--- src/rtl/conv_result_writer_if.sv ---
// ----------------------------------------------------------------------------
// conv_result_writer_if
// Bundles the result-writer signals apart from clk/rst: the convolution
// output stream, the capture status, and the random-access readback port.
//   start_i     arm / re-arm capture of a new frame
//   valid_i     data_i beat valid (no backpressure)
//   data_i      signed convolution result, IN_WIDTH bits
//   busy_o      high while capturing
//   done_o      one-cycle pulse after the last beat of a frame is stored
//   drop_o      sticky flag: a beat arrived while not capturing
//   wr_row_o    row index of the next write
//   wr_col_o    column index of the next write
//   rd_en_i     read request
//   rd_addr_i   linear read address (row*OUT_DIM+col)
//   rd_data_o   registered read data
//   rd_valid_o  rd_data_o valid, one cycle after rd_en_i
// Modport slave is the writer itself; modport master is the driving side
// (convolution core plus host/downstream reader).
// ----------------------------------------------------------------------------
interface conv_result_writer_if #(
    parameter int IN_WIDTH   = 16,
    parameter int DATA_WIDTH = 16,
    parameter int ADDR_WIDTH = 14
) ();
    logic                  start_i;
    logic                  valid_i;
    logic [IN_WIDTH-1:0]   data_i;
    logic                  busy_o;
    logic                  done_o;
    logic                  drop_o;
    logic [ADDR_WIDTH-1:0] wr_row_o;
    logic [ADDR_WIDTH-1:0] wr_col_o;
    logic                  rd_en_i;
    logic [ADDR_WIDTH-1:0] rd_addr_i;
    logic [DATA_WIDTH-1:0] rd_data_o;
    logic                  rd_valid_o;

    modport slave (
        input  start_i, valid_i, data_i, rd_en_i, rd_addr_i,
        output busy_o, done_o, drop_o, wr_row_o, wr_col_o, rd_data_o, rd_valid_o
    );

    modport master (
        output start_i, valid_i, data_i, rd_en_i, rd_addr_i,
        input  busy_o, done_o, drop_o, wr_row_o, wr_col_o, rd_data_o, rd_valid_o
    );
endinterface

--- src/rtl/conv_result_writer.sv ---
// ----------------------------------------------------------------------------
// conv_result_writer
// Sink end of the convolution output stream. Each valid beat is arithmetically
// shifted right by SHIFT, saturated to DATA_WIDTH signed bits and stored in an
// OUT_DIM x OUT_DIM result memory (OUT_DIM = N-K_SIZE+1) in raster order.
// A registered, read-first readback port serves the memory in any state.
// Ports:
//   clk   rising-edge clock
//   rst   synchronous, active-high reset (memory contents are kept)
//   bus   conv_result_writer_if.slave: stream in, status out, readback port
// ----------------------------------------------------------------------------
module conv_result_writer #(
    parameter int N          = 4,
    parameter int K_SIZE     = 3,
    parameter int IN_WIDTH   = 16,
    parameter int DATA_WIDTH = 16,
    parameter int SHIFT      = 0,
    parameter int ADDR_WIDTH = 14
) (
    input  logic                clk,
    input  logic                rst,
    conv_result_writer_if.slave bus
);
    localparam int OUT_DIM = N - K_SIZE + 1;
    localparam int OUT_PIX = OUT_DIM * OUT_DIM;
    localparam int MEM_AW  = (OUT_PIX > 1) ? $clog2(OUT_PIX) : 1;
    // One guard bit above the wider of input/output keeps the saturation
    // comparison exact in both directions.
    localparam int CW      = ((IN_WIDTH > DATA_WIDTH) ? IN_WIDTH : DATA_WIDTH) + 1;

    localparam logic [ADDR_WIDTH-1:0] ADDR_ZERO = {ADDR_WIDTH{1'b0}};
    localparam logic [ADDR_WIDTH-1:0] ADDR_ONE  = {{(ADDR_WIDTH-1){1'b0}}, 1'b1};
    localparam logic [ADDR_WIDTH-1:0] LAST_PTR  = ADDR_WIDTH'(OUT_PIX - 1);
    localparam logic [ADDR_WIDTH-1:0] LAST_COL  = ADDR_WIDTH'(OUT_DIM - 1);
    // One bit wider than the address so OUT_PIX == 2**ADDR_WIDTH still compares.
    localparam logic [ADDR_WIDTH:0]   PIX_CNT   = (ADDR_WIDTH + 1)'(OUT_PIX);

    localparam logic signed [CW-1:0] SAT_MAX =
        {{(CW - DATA_WIDTH + 1){1'b0}}, {(DATA_WIDTH - 1){1'b1}}};
    localparam logic signed [CW-1:0] SAT_MIN =
        {{(CW - DATA_WIDTH + 1){1'b1}}, {(DATA_WIDTH - 1){1'b0}}};

    typedef enum logic [1:0] {
        ST_IDLE    = 2'd0,
        ST_CAPTURE = 2'd1,
        ST_DONE    = 2'd2
    } state_t;

    // Sign-extend, shift arithmetically, then clamp to the signed output range.
    function automatic logic [DATA_WIDTH-1:0] sat_scale(input logic [IN_WIDTH-1:0] din);
        logic signed [CW-1:0] t_ext;
        logic signed [CW-1:0] t_sh;
        t_ext = {{(CW - IN_WIDTH){din[IN_WIDTH-1]}}, din};
        t_sh  = t_ext >>> SHIFT;
        if (t_sh > SAT_MAX) begin
            sat_scale = SAT_MAX[DATA_WIDTH-1:0];
        end else if (t_sh < SAT_MIN) begin
            sat_scale = SAT_MIN[DATA_WIDTH-1:0];
        end else begin
            sat_scale = t_sh[DATA_WIDTH-1:0];
        end
    endfunction

    state_t                state_q,   state_d;
    logic [ADDR_WIDTH-1:0] wr_ptr_q,  wr_ptr_d;
    logic [ADDR_WIDTH-1:0] wr_row_q,  wr_row_d;
    logic [ADDR_WIDTH-1:0] wr_col_q,  wr_col_d;
    logic                  busy_q,    busy_d;
    logic                  done_q,    done_d;
    logic                  drop_q,    drop_d;
    logic [DATA_WIDTH-1:0] rd_data_q, rd_data_d;
    logic                  rd_valid_q, rd_valid_d;

    logic [DATA_WIDTH-1:0] mem_q [0:OUT_PIX-1];
    logic                  mem_we;
    logic [MEM_AW-1:0]     mem_waddr;
    logic [DATA_WIDTH-1:0] mem_wdata;

    // Pointer origin for this cycle: a start_i during capture restarts at 0.
    logic [ADDR_WIDTH-1:0] base_ptr;
    logic [ADDR_WIDTH-1:0] base_row;
    logic [ADDR_WIDTH-1:0] base_col;

    // Next-state, pointer, status and readback logic.
    always_comb begin
        state_d    = state_q;
        wr_ptr_d   = wr_ptr_q;
        wr_row_d   = wr_row_q;
        wr_col_d   = wr_col_q;
        done_d     = 1'b0;
        drop_d     = drop_q;
        mem_we     = 1'b0;
        mem_waddr  = {MEM_AW{1'b0}};
        mem_wdata  = sat_scale(bus.data_i);
        base_ptr   = wr_ptr_q;
        base_row   = wr_row_q;
        base_col   = wr_col_q;

        case (state_q)
            ST_IDLE, ST_DONE: begin
                if (bus.start_i) begin
                    state_d  = ST_CAPTURE;
                    wr_ptr_d = ADDR_ZERO;
                    wr_row_d = ADDR_ZERO;
                    wr_col_d = ADDR_ZERO;
                    drop_d   = 1'b0;
                end else if (bus.valid_i) begin
                    drop_d = 1'b1;
                end else begin
                    drop_d = drop_q;
                end
            end
            ST_CAPTURE: begin
                if (bus.start_i) begin
                    base_ptr = ADDR_ZERO;
                    base_row = ADDR_ZERO;
                    base_col = ADDR_ZERO;
                    drop_d   = 1'b0;
                end else begin
                    base_ptr = wr_ptr_q;
                    base_row = wr_row_q;
                    base_col = wr_col_q;
                end
                if (bus.valid_i) begin
                    mem_we    = ~rst;
                    mem_waddr = base_ptr[MEM_AW-1:0];
                    if (base_ptr == LAST_PTR) begin
                        state_d  = ST_DONE;
                        done_d   = 1'b1;
                        wr_ptr_d = ADDR_ZERO;
                        wr_row_d = ADDR_ZERO;
                        wr_col_d = ADDR_ZERO;
                    end else if (base_col == LAST_COL) begin
                        wr_ptr_d = base_ptr + ADDR_ONE;
                        wr_row_d = base_row + ADDR_ONE;
                        wr_col_d = ADDR_ZERO;
                    end else begin
                        wr_ptr_d = base_ptr + ADDR_ONE;
                        wr_row_d = base_row;
                        wr_col_d = base_col + ADDR_ONE;
                    end
                end else begin
                    wr_ptr_d = base_ptr;
                    wr_row_d = base_row;
                    wr_col_d = base_col;
                end
            end
            default: begin
                state_d  = ST_IDLE;
                wr_ptr_d = ADDR_ZERO;
                wr_row_d = ADDR_ZERO;
                wr_col_d = ADDR_ZERO;
            end
        endcase

        busy_d = (state_d == ST_CAPTURE);

        // Memory is sampled before this cycle's write lands: read-first.
        rd_valid_d = bus.rd_en_i;
        if (bus.rd_en_i) begin
            if ({1'b0, bus.rd_addr_i} < PIX_CNT) begin
                rd_data_d = mem_q[bus.rd_addr_i[MEM_AW-1:0]];
            end else begin
                rd_data_d = {DATA_WIDTH{1'b0}};
            end
        end else begin
            rd_data_d = rd_data_q;
        end
    end

    // State, pointer, status and readback registers.
    always_ff @(posedge clk) begin
        if (rst) begin
            state_q    <= ST_IDLE;
            wr_ptr_q   <= ADDR_ZERO;
            wr_row_q   <= ADDR_ZERO;
            wr_col_q   <= ADDR_ZERO;
            busy_q     <= 1'b0;
            done_q     <= 1'b0;
            drop_q     <= 1'b0;
            rd_data_q  <= {DATA_WIDTH{1'b0}};
            rd_valid_q <= 1'b0;
        end else begin
            state_q    <= state_d;
            wr_ptr_q   <= wr_ptr_d;
            wr_row_q   <= wr_row_d;
            wr_col_q   <= wr_col_d;
            busy_q     <= busy_d;
            done_q     <= done_d;
            drop_q     <= drop_d;
            rd_data_q  <= rd_data_d;
            rd_valid_q <= rd_valid_d;
        end
    end

    // Result memory write port; contents survive reset on purpose.
    always_ff @(posedge clk) begin
        if (mem_we) begin
            mem_q[mem_waddr] <= mem_wdata;
        end
    end

    assign bus.busy_o     = busy_q;
    assign bus.done_o     = done_q;
    assign bus.drop_o     = drop_q;
    assign bus.wr_row_o   = wr_row_q;
    assign bus.wr_col_o   = wr_col_q;
    assign bus.rd_data_o  = rd_data_q;
    assign bus.rd_valid_o = rd_valid_q;
endmodule

--- src/flat_wrapper.sv ---
// flat-port wrapper written by rule: the top's interface ports become plain ports
module conv_result_writer_flat 
#(
    parameter int N          = 4,
    parameter int K_SIZE     = 3,
    parameter int IN_WIDTH   = 16,
    parameter int DATA_WIDTH = 16,
    parameter int SHIFT      = 0,
    parameter int ADDR_WIDTH = 14
)
  (clk, rst, bus_start_i, bus_valid_i, bus_data_i, bus_rd_en_i, bus_rd_addr_i, bus_busy_o, bus_done_o, bus_drop_o, bus_wr_row_o, bus_wr_col_o, bus_rd_data_o, bus_rd_valid_o);
  conv_result_writer_if #(.IN_WIDTH(IN_WIDTH), .DATA_WIDTH(DATA_WIDTH), .ADDR_WIDTH(ADDR_WIDTH)) bus_i ();
  input  logic clk;
  input  logic rst;
  input wire logic [$bits(bus_i.start_i)-1:0] bus_start_i;
  input wire logic [$bits(bus_i.valid_i)-1:0] bus_valid_i;
  input wire logic [$bits(bus_i.data_i)-1:0] bus_data_i;
  input wire logic [$bits(bus_i.rd_en_i)-1:0] bus_rd_en_i;
  input wire logic [$bits(bus_i.rd_addr_i)-1:0] bus_rd_addr_i;
  output wire logic [$bits(bus_i.busy_o)-1:0] bus_busy_o;
  output wire logic [$bits(bus_i.done_o)-1:0] bus_done_o;
  output wire logic [$bits(bus_i.drop_o)-1:0] bus_drop_o;
  output wire logic [$bits(bus_i.wr_row_o)-1:0] bus_wr_row_o;
  output wire logic [$bits(bus_i.wr_col_o)-1:0] bus_wr_col_o;
  output wire logic [$bits(bus_i.rd_data_o)-1:0] bus_rd_data_o;
  output wire logic [$bits(bus_i.rd_valid_o)-1:0] bus_rd_valid_o;
  assign bus_i.start_i = bus_start_i;
  assign bus_i.valid_i = bus_valid_i;
  assign bus_i.data_i = bus_data_i;
  assign bus_i.rd_en_i = bus_rd_en_i;
  assign bus_i.rd_addr_i = bus_rd_addr_i;
  assign bus_busy_o = bus_i.busy_o;
  assign bus_done_o = bus_i.done_o;
  assign bus_drop_o = bus_i.drop_o;
  assign bus_wr_row_o = bus_i.wr_row_o;
  assign bus_wr_col_o = bus_i.wr_col_o;
  assign bus_rd_data_o = bus_i.rd_data_o;
  assign bus_rd_valid_o = bus_i.rd_valid_o;
  conv_result_writer #(.N(N), .K_SIZE(K_SIZE), .IN_WIDTH(IN_WIDTH), .DATA_WIDTH(DATA_WIDTH), .SHIFT(SHIFT), .ADDR_WIDTH(ADDR_WIDTH)) u_core (.clk(clk), .rst(rst), .bus(bus_i));
endmodule
--- config.mk ---
export PLATFORM = sky130hd
export DESIGN_NAME = conv_result_writer_flat
export DESIGN_NICKNAME = d
export VERILOG_FILES = /design/src/rtl/conv_result_writer_if.sv /design/src/rtl/conv_result_writer.sv /design/src/flat_wrapper.sv
export SDC_FILE = /design/constraint.sdc
export NUM_CORES = 1
export LEC_CHECK = 0
export ABC_CLOCK_PERIOD_IN_PS = 4600
export CELL_PAD_IN_SITES_DETAIL_PLACEMENT = 1
export CELL_PAD_IN_SITES_GLOBAL_PLACEMENT = 2
export CORE_ASPECT_RATIO = 0.9
export CORE_MARGIN = 5
export CORE_UTILIZATION = 35
export CTS_CLUSTER_SIZE = 20
export DETAILED_ROUTE_END_ITERATION = 7
export PLACE_DENSITY_LB_ADDON = 0.12
export SLEW_MARGIN = 20
export SYNTH_ARGS = -nofsm -noshare
export SYNTH_HDL_FRONTEND = slang
export SYNTH_SLANG_ARGS = --single-unit
export TNS_END_PERCENT = 5
--- constraint.sdc ---
create_clock -name clk -period 4.6 [get_ports clk]
set_input_delay 0.92 -clock clk [delete_from_list [all_inputs] [get_ports clk]]
set_output_delay 0.92 -clock clk [all_outputs]
set_load 0.01 [all_outputs]
==> summary.md, run 1 <==
| Metric | Value |
|---|---|
| GRT Overall Usage | `0.178` |
| Bufs on Longest Clock Path | `2` |
| Wire per inst | `20.7 microns` |
| DP Area | `6850 sq um` |
| WP data arrival | `3590 ps` |
| Initial Util | `0.359` |
| Status | `completed` |
| Lkg Pwr | `0.00247 uW` |
| Post-synth top area cell | `edfxtp_1` |
| Die Ht | `133 microns` |
| Top cells by area, synth | `edfxtp_1, dfxtp_1, mux4_2` |
| WL final | `17200 microns` |
| Hpwl dp | `11700 microns` |
| First-pass GRT wire length | `27100 microns` |
| Synth warnings | `0` |
| Final slew viol count | `0` |
| Fin Clk Skew | `7.85 ps` |
| RSZ-0062 raised after global routing | `no` |
| CTS clk-pin slew, worst paths | `60 ps` |
| Post-route DRC violation count | `0` |
| CTS H-tree depth | `4` |
| PD cells | `359 nW/um^2` |
| R2r setup slk | `1820 ps` |
| Tmin final | `3290 ps` |
| # diodes | `0` |
| Core footprint | `16200 sq um` |
| Post-synthesis cell type count | `51` |
| Worst Setup SP | `bus_start_i` |
| Grt total ovfl | `0` |
| Post-synthesis sequential area ratio | `0.549` |
| CTS Buf Count | `17` |
| Area of the mapped netlist | `5840 sq um` |
| Hold Path Depth | `2` |
| Critical Path RT | `4900 ps` |
| Psw | `646 uW` |
| Synth-to-layout area growth | `27.0%` |
| Critical path launch point type | `primary input` |
| Share of the synthesized area in the top cell type | `0.329` |
| Clock Sinks | `128` |
| R2r startpoint | `u_core.bus.wr_col_o[2]` |
| # port buffers | `82` |
| Starting DRT DRC Count | `225` |
| Fin Setup TNS | `0 ps` |
| Post-route cell area | `7420 sq um` |
| Syn avg cell area | `10.8 sq um` |
| Setup bufs post-CTS | `0` |
| Max IR drop VDD | `269 uV` |
| Worst min-delay path class | `flop to flop` |
| Placer congestion estimate | `0.830` |
| Fin. Hold Viols | `0` |
| Switching Share | `0.243` |
| Fillers | `1746` |
| Crit path kind | `primary input to flop` |
| Worst relative slew slack | `0.400` |
| Power share of the combinational group | `0.058` |
| Final non-filler cell total | `833` |
| Largest net degree at the start of global routing | `26` |
| Synth cell count leaders | `dfxtp_1, edfxtp_1, nand2b_1` |
| Final ANT Viol Nets | `0` |
| Post_cts resized | `0` |
| Vias per inst | `5.50` |
| Number of iterations in the first detailed-routing pass | `5` |
| I/O Pins | `83` |
| Total number of vias | `4585` |
| Core Rows | `44` |
| Max_cap viols | `0` |
| Mapped Nets | `581` |
| Layout cells sized above 1 | `0.112` |
| Pint | `2020 uW` |
| Yosys reg bits | `128` |
| CTS Root Cell | `clkbuf_16` |
| R2R cell count | `5` |
| CTS tree | `built` |
| Initial antenna violation count | `0` |
| Top FF cell, synth | `edfxtp_1` |
| Placed insts | `801` |
| DP Worst Slack | `942 ps` |
| Mapped Cells | `543` |
| Post-route setup slack | `1310 ps` |
| Post-synth EDFFs | `64` |
| Clk Latency, worst-skew pair | `420 ps` |
| Sequential share of power | `0.455` |
| CTS Hold Bufs | `0` |
| Vias in the first global route | `4825` |
| Ys async rst share | `0` |
| RR Endpoint | `u_core.bus.wr_row_o[13]` |
| Slew @ Worst Pin | `897 ps` |
| Chip Width | `146 microns` |
| Fin nets | `651` |
| Worst Setup EP | `u_core.bus.wr_col_o[4]` |
| Fin crit share | `0.715` |
| Final setup viols | `0` |
| Largest fanout on the critical path | `14` |
| Peak Freq | `0.304 GHz` |
| Worst Setup End Kind | `flop` |
| Die Area | `19400 sq um` |
| Share of total power in the clock network | `0.487` |
stage by stage:
stage               utilization  power, uW  hold WS (ps)
finish                    0.457       2660           471
global route              0.457       2760           486
CTS                       0.457       2690           474
detailed placement        0.422       1390           463
global placement          0.422       1390           460
floorplan                     -       1320           452
power groups by stage:
stage | Sequential (uW) | Combinational (uW) | Clock, uW
2_1_floorplan | 1230 | 85.6 | 0
3_3_place_gp | 1230 | 152 | 0
3_5_place_dp | 1240 | 155 | 0
4_1_cts | 1210 | 156 | 1330
5_1_grt | 1210 | 166 | 1380
6_report | 1210 | 154 | 1300
state kept, by name (all words and copies together) (netlist names):
register and count:
u_core.mem_q 64, u_core.bus.wr_row_o 14, u_core.bus.rd_valid_o 1, u_core.state_q 2, u_core.bus.done_o 1, u_core.bus.wr_col_o 14, u_core.bus.rd_data_o 16, u_core.bus.busy_o 1
u_core.bus.drop_o 1, u_core.wr_ptr_q 14
per-layer routing:
metal | vias to the layer above | GRT usage | wire (microns)
met4 | 0 | 0.0460 | 129
met5 | - | 0 | 0
met2 | 83 | 0.286 | 8050
met1 | 2330 | 0.238 | 8280
li1 | 2162 | - | -
met3 | 10 | 0.0510 | 749
cells by family after synthesis:
kind of cell	after synthesis	synth area share
xor+xnor	7	0.0105
simple gates	223	0.209
compound gates	108	0.120
flops	128	0.549
fa+ha+maj	3	0.00643
mux	20	0.0688
buf+inv	54	0.0360
critical path: stages:
cell             delay, ps
clkdlybuf4s50_1        550
inv_1                  160
nand2_1                180
inv_1                  130
ha_1                   280
and2_1                 260
a221oi_1               340
buf_4                  270
o21ai_0                100
a2111oi_0              380
worst min-delay path by stage:
stage	slack, ps	startpoint	end
after floorplan	450	u_core.wr_ptr_q[13]	u_core.wr_ptr_q[13]
after global placement	460	u_core.bus.rd_data_o[5]	u_core.bus.rd_data_o[5]
after detailed placement	460	u_core.bus.rd_data_o[5]	u_core.bus.rd_data_o[5]
after CTS	470	u_core.bus.rd_data_o[2]	u_core.bus.rd_data_o[2]
after global routing	490	u_core.bus.rd_data_o[2]	u_core.bus.rd_data_o[2]
final	470	u_core.bus.rd_data_o[2]	u_core.bus.rd_data_o[2]
cell type report:
class	instances	area, sq um	area share
clock buffer	17	425	0.0574
clock inverter	15	138	0.0186
multi-input combinational	361	2430	0.328
timing repair buffer	95	918	0.124
inverter	10	37.5	0.00506
sequential	128	3200	0.432
tap	207	259	0.0349
placed cells by master (no fill, tap or decap), types with 4 or more instances in the layout:
master / count
clkdlybuf4s50_1: 82
dfxtp_1: 64
edfxtp_1: 64
nand2b_1: 48
nand2_1: 40
a21oi_1: 36
nor2_1: 24
nand3_1: 21
nor2b_1: 17
clkbuf_16: 17
mux4_2: 16
a31oi_1: 15
nand4_1: 13
buf_4: 13
nor3_1: 12
and2_1: 11
nor4_1: 11
o21ai_0: 11
inv_1: 9
a22oi_1: 7
a41oi_1: 7
and3_1: 6
clkinvlp_4: 5
or4_1: 4
xnor2_1: 4
a211oi_1: 4
a21o_1: 4
a311oi_1: 4
No activity file was read; power rests on OpenSTA's default activity.
==> run 2, diff against run 1 <==
Settings changed: ABC_CLOCK_PERIOD_IN_PS 4600 to 3000, CORE_UTILIZATION 35 to 32.
Clock period 4.6 ns to 3 ns, I/O delays scaled along.
==> run 2 against run 1 <==
Worst hold slack improved by 0.99 ps. Count of clock-buffer cells in the layout increased by 1. Combinational power increased by 74%. Die area increased by 8.7%. Via count increased by 1.5%. Cell count increased by 7.8%. Routed wire length increased by 3.4%. Critical path depth decreased by 5. Core utilization decreased by 2.4 points. Highest routed layer unchanged.
==> summary.md, run 2 (synthesized netlist as in run 1, its figures left out) <==
| Metric | Value |
|---|---|
| Hpwl dp | `12400 microns (+6.4%)` |
| WL final | `17800 microns (+3.4%)` |
| Core Rows | `46 (+4.5%)` |
| CTS H-tree depth | `4 (unchanged)` |
| Die Ht | `138 microns (+4.2%)` |
| Worst Setup End Kind | `flop` |
| Status | `completed` |
| Core footprint | `17800 sq um (+9.5%)` |
| Clk Latency, worst-skew pair | `430 ps (about the same)` |
| WP data arrival | `3120 ps (-470 ps)` |
| Tmin final | `2760 ps` |
| CTS tree | `built` |
| Wire per inst | `19.8 microns (-4.1%)` |
| Worst min-delay path class | `flop to flop` |
| Critical path launch point type | `flop` |
| Fin. Hold Viols | `0 (unchanged)` |
| Lkg Pwr | `0.00263 uW (+6.2%)` |
| Crit path kind | `flop to flop` |
| Bufs on Longest Clock Path | `2 (unchanged)` |
| First-pass GRT wire length | `28600 microns (+5.4%)` |
| GRT Overall Usage | `0.171 (-0.00674)` |
| CTS clk-pin slew, worst paths | `60 ps (about the same)` |
| Post-route cell area | `7690 sq um (+3.7%)` |
| Grt total ovfl | `0 (unchanged)` |
| Vias per inst | `5.18 (-5.8%)` |
| Number of iterations in the first detailed-routing pass | `4 (-1)` |
| CTS Buf Count | `17 (unchanged)` |
| Post-route DRC violation count | `0 (unchanged)` |
| Fin nets | `683 (+4.9%)` |
| Fin Clk Skew | `9.67 ps (+1.82 ps)` |
| Final ANT Viol Nets | `0 (unchanged)` |
| Peak Freq | `0.362 GHz` |
| Setup bufs post-CTS | `0 (unchanged)` |
| DP Area | `7130 sq um (+4.1%)` |
| Fin crit share | `0.920` |
| Max_cap viols | `0 (unchanged)` |
| Fin Setup TNS | `0 ps (unchanged)` |
| Die Area | `21000 sq um (+8.7%)` |
| Final Hold Slack | `472 ps (+0.985 ps)` |
| Placer congestion estimate | `0.874 (+5.3%)` |
| Largest fanout on the critical path | `6 (-8)` |
| Layout cells sized above 1 | `0.152 (+0.0402)` |
| CTS Root Cell | `clkbuf_16` |
| # diodes | `0 (unchanged)` |
| Chip Width | `152 microns (+4.3%)` |
| Worst Setup SP | `u_core.bus.wr_col_o[7]` |
| DP Worst Slack | `-114 ps (-1060 ps)` |
| Max reg flops | `64 (unchanged)` |
| Synth-to-layout area growth | `31.8%` |
| RSZ-0062 raised after global routing | `no` |
| Initial Util | `0.328 (-0.0312)` |
| Initial antenna violation count | `0 (unchanged)` |
| # port buffers | `82 (unchanged)` |
| Reg with most FFs | `u_core.mem_q` |
| Post_cts resized | `0 (unchanged)` |
| Most frequent cells in the layout | `clkdlybuf4s50_1, dfxtp_1, edfxtp_1` |
| Tot Pwr | `4100 uW (+54%)` |
| Vias in the first global route | `5005 (+3.7%)` |
| CTS Hold Bufs | `0 (unchanged)` |
| Critical Path RT | `3360 ps (-1540 ps)` |
| Slew @ Worst Pin | `611 ps (-287 ps)` |
| Clock Sinks | `128 (unchanged)` |
| R2r startpoint | `u_core.bus.wr_col_o[7]` |
| PD cells | `533 nW/um^2 (+49%)` |
| Worst Hold Launch | `u_core.bus.rd_data_o[6]` |
| Max IR drop VDD | `381 uV (+41%)` |
| Total number of vias | `4654 (+1.5%)` |
| Worst relative slew slack | `0.591 (+0.191)` |
| Starting DRT DRC Count | `199 (-12%)` |
| Final setup viols | `0 (unchanged)` |
| Final slew viol count | `0 (unchanged)` |
| Most common cell after layout, fill and taps aside | `clkdlybuf4s50_1` |
| Post-route setup slack | `240 ps (-1070 ps)` |
| I/O Pins | `83 (unchanged)` |
| Largest net degree at the start of global routing | `19 (-27%)` |
## run 2: changes by cell type in the layout (fill, tap and decap cells not counted)
cell	delta
buf_4	+32
clkinv_2	-2
inv_6	+2
clkbuf_1	+1
clkinv_1	+1
clkinvlp_4	-1
inv_8	-1
## run 2: final timing paths
kind | end | slack (ps) | cells past startpoint
worst max-delay path | u_core.bus.wr_row_o[13] | 240 | 5
worst min register to register | u_core.bus.rd_data_o[6] | 470 | 2
worst min-delay path | u_core.bus.rd_data_o[6] | 470 | 2
worst max register to register | u_core.bus.wr_row_o[13] | 240 | 5
## run 2: worst max-delay path: stages (launching register included)
cell and delay [ps]:
dfxtp_1 360, or4_1 570, or4_4 560, or4_1 600, or4_1 520, nand3_1 90
## run 2: through the flow
step | util | std cells
6_report | 0.433 | 898
4_1_cts | 0.433 | 898
3_3_place_gp | 0.401 | 866
2_1_floorplan | - | 543
3_5_place_dp | 0.401 | 866
5_1_grt | 0.433 | 898
## run 2: where the power goes
group	total [uW]	internal [uW]	switching, uW
Sequential	1850	1850	4.75
Clock	1980	1150	836
Combinational	268	118	151
## run 2: final cells by class
type,count,area (sq um)
timing repair buffer,127,1160
clock buffer,18,429
sequential,128,3200
fill,1891,10100
tap,240,300
multi-input combinational,361,2430
inverter,10,37.5
clock inverter,14,130
## run 2: layer usage
layer	GRT usage	part of all wire	up-vias
met5	0	0	-
met4	0.0454	0.010	0
met3	0.0409	0.041	18
met2	0.272	0.47	89
met1	0.236	0.48	2317
li1	-	-	2230
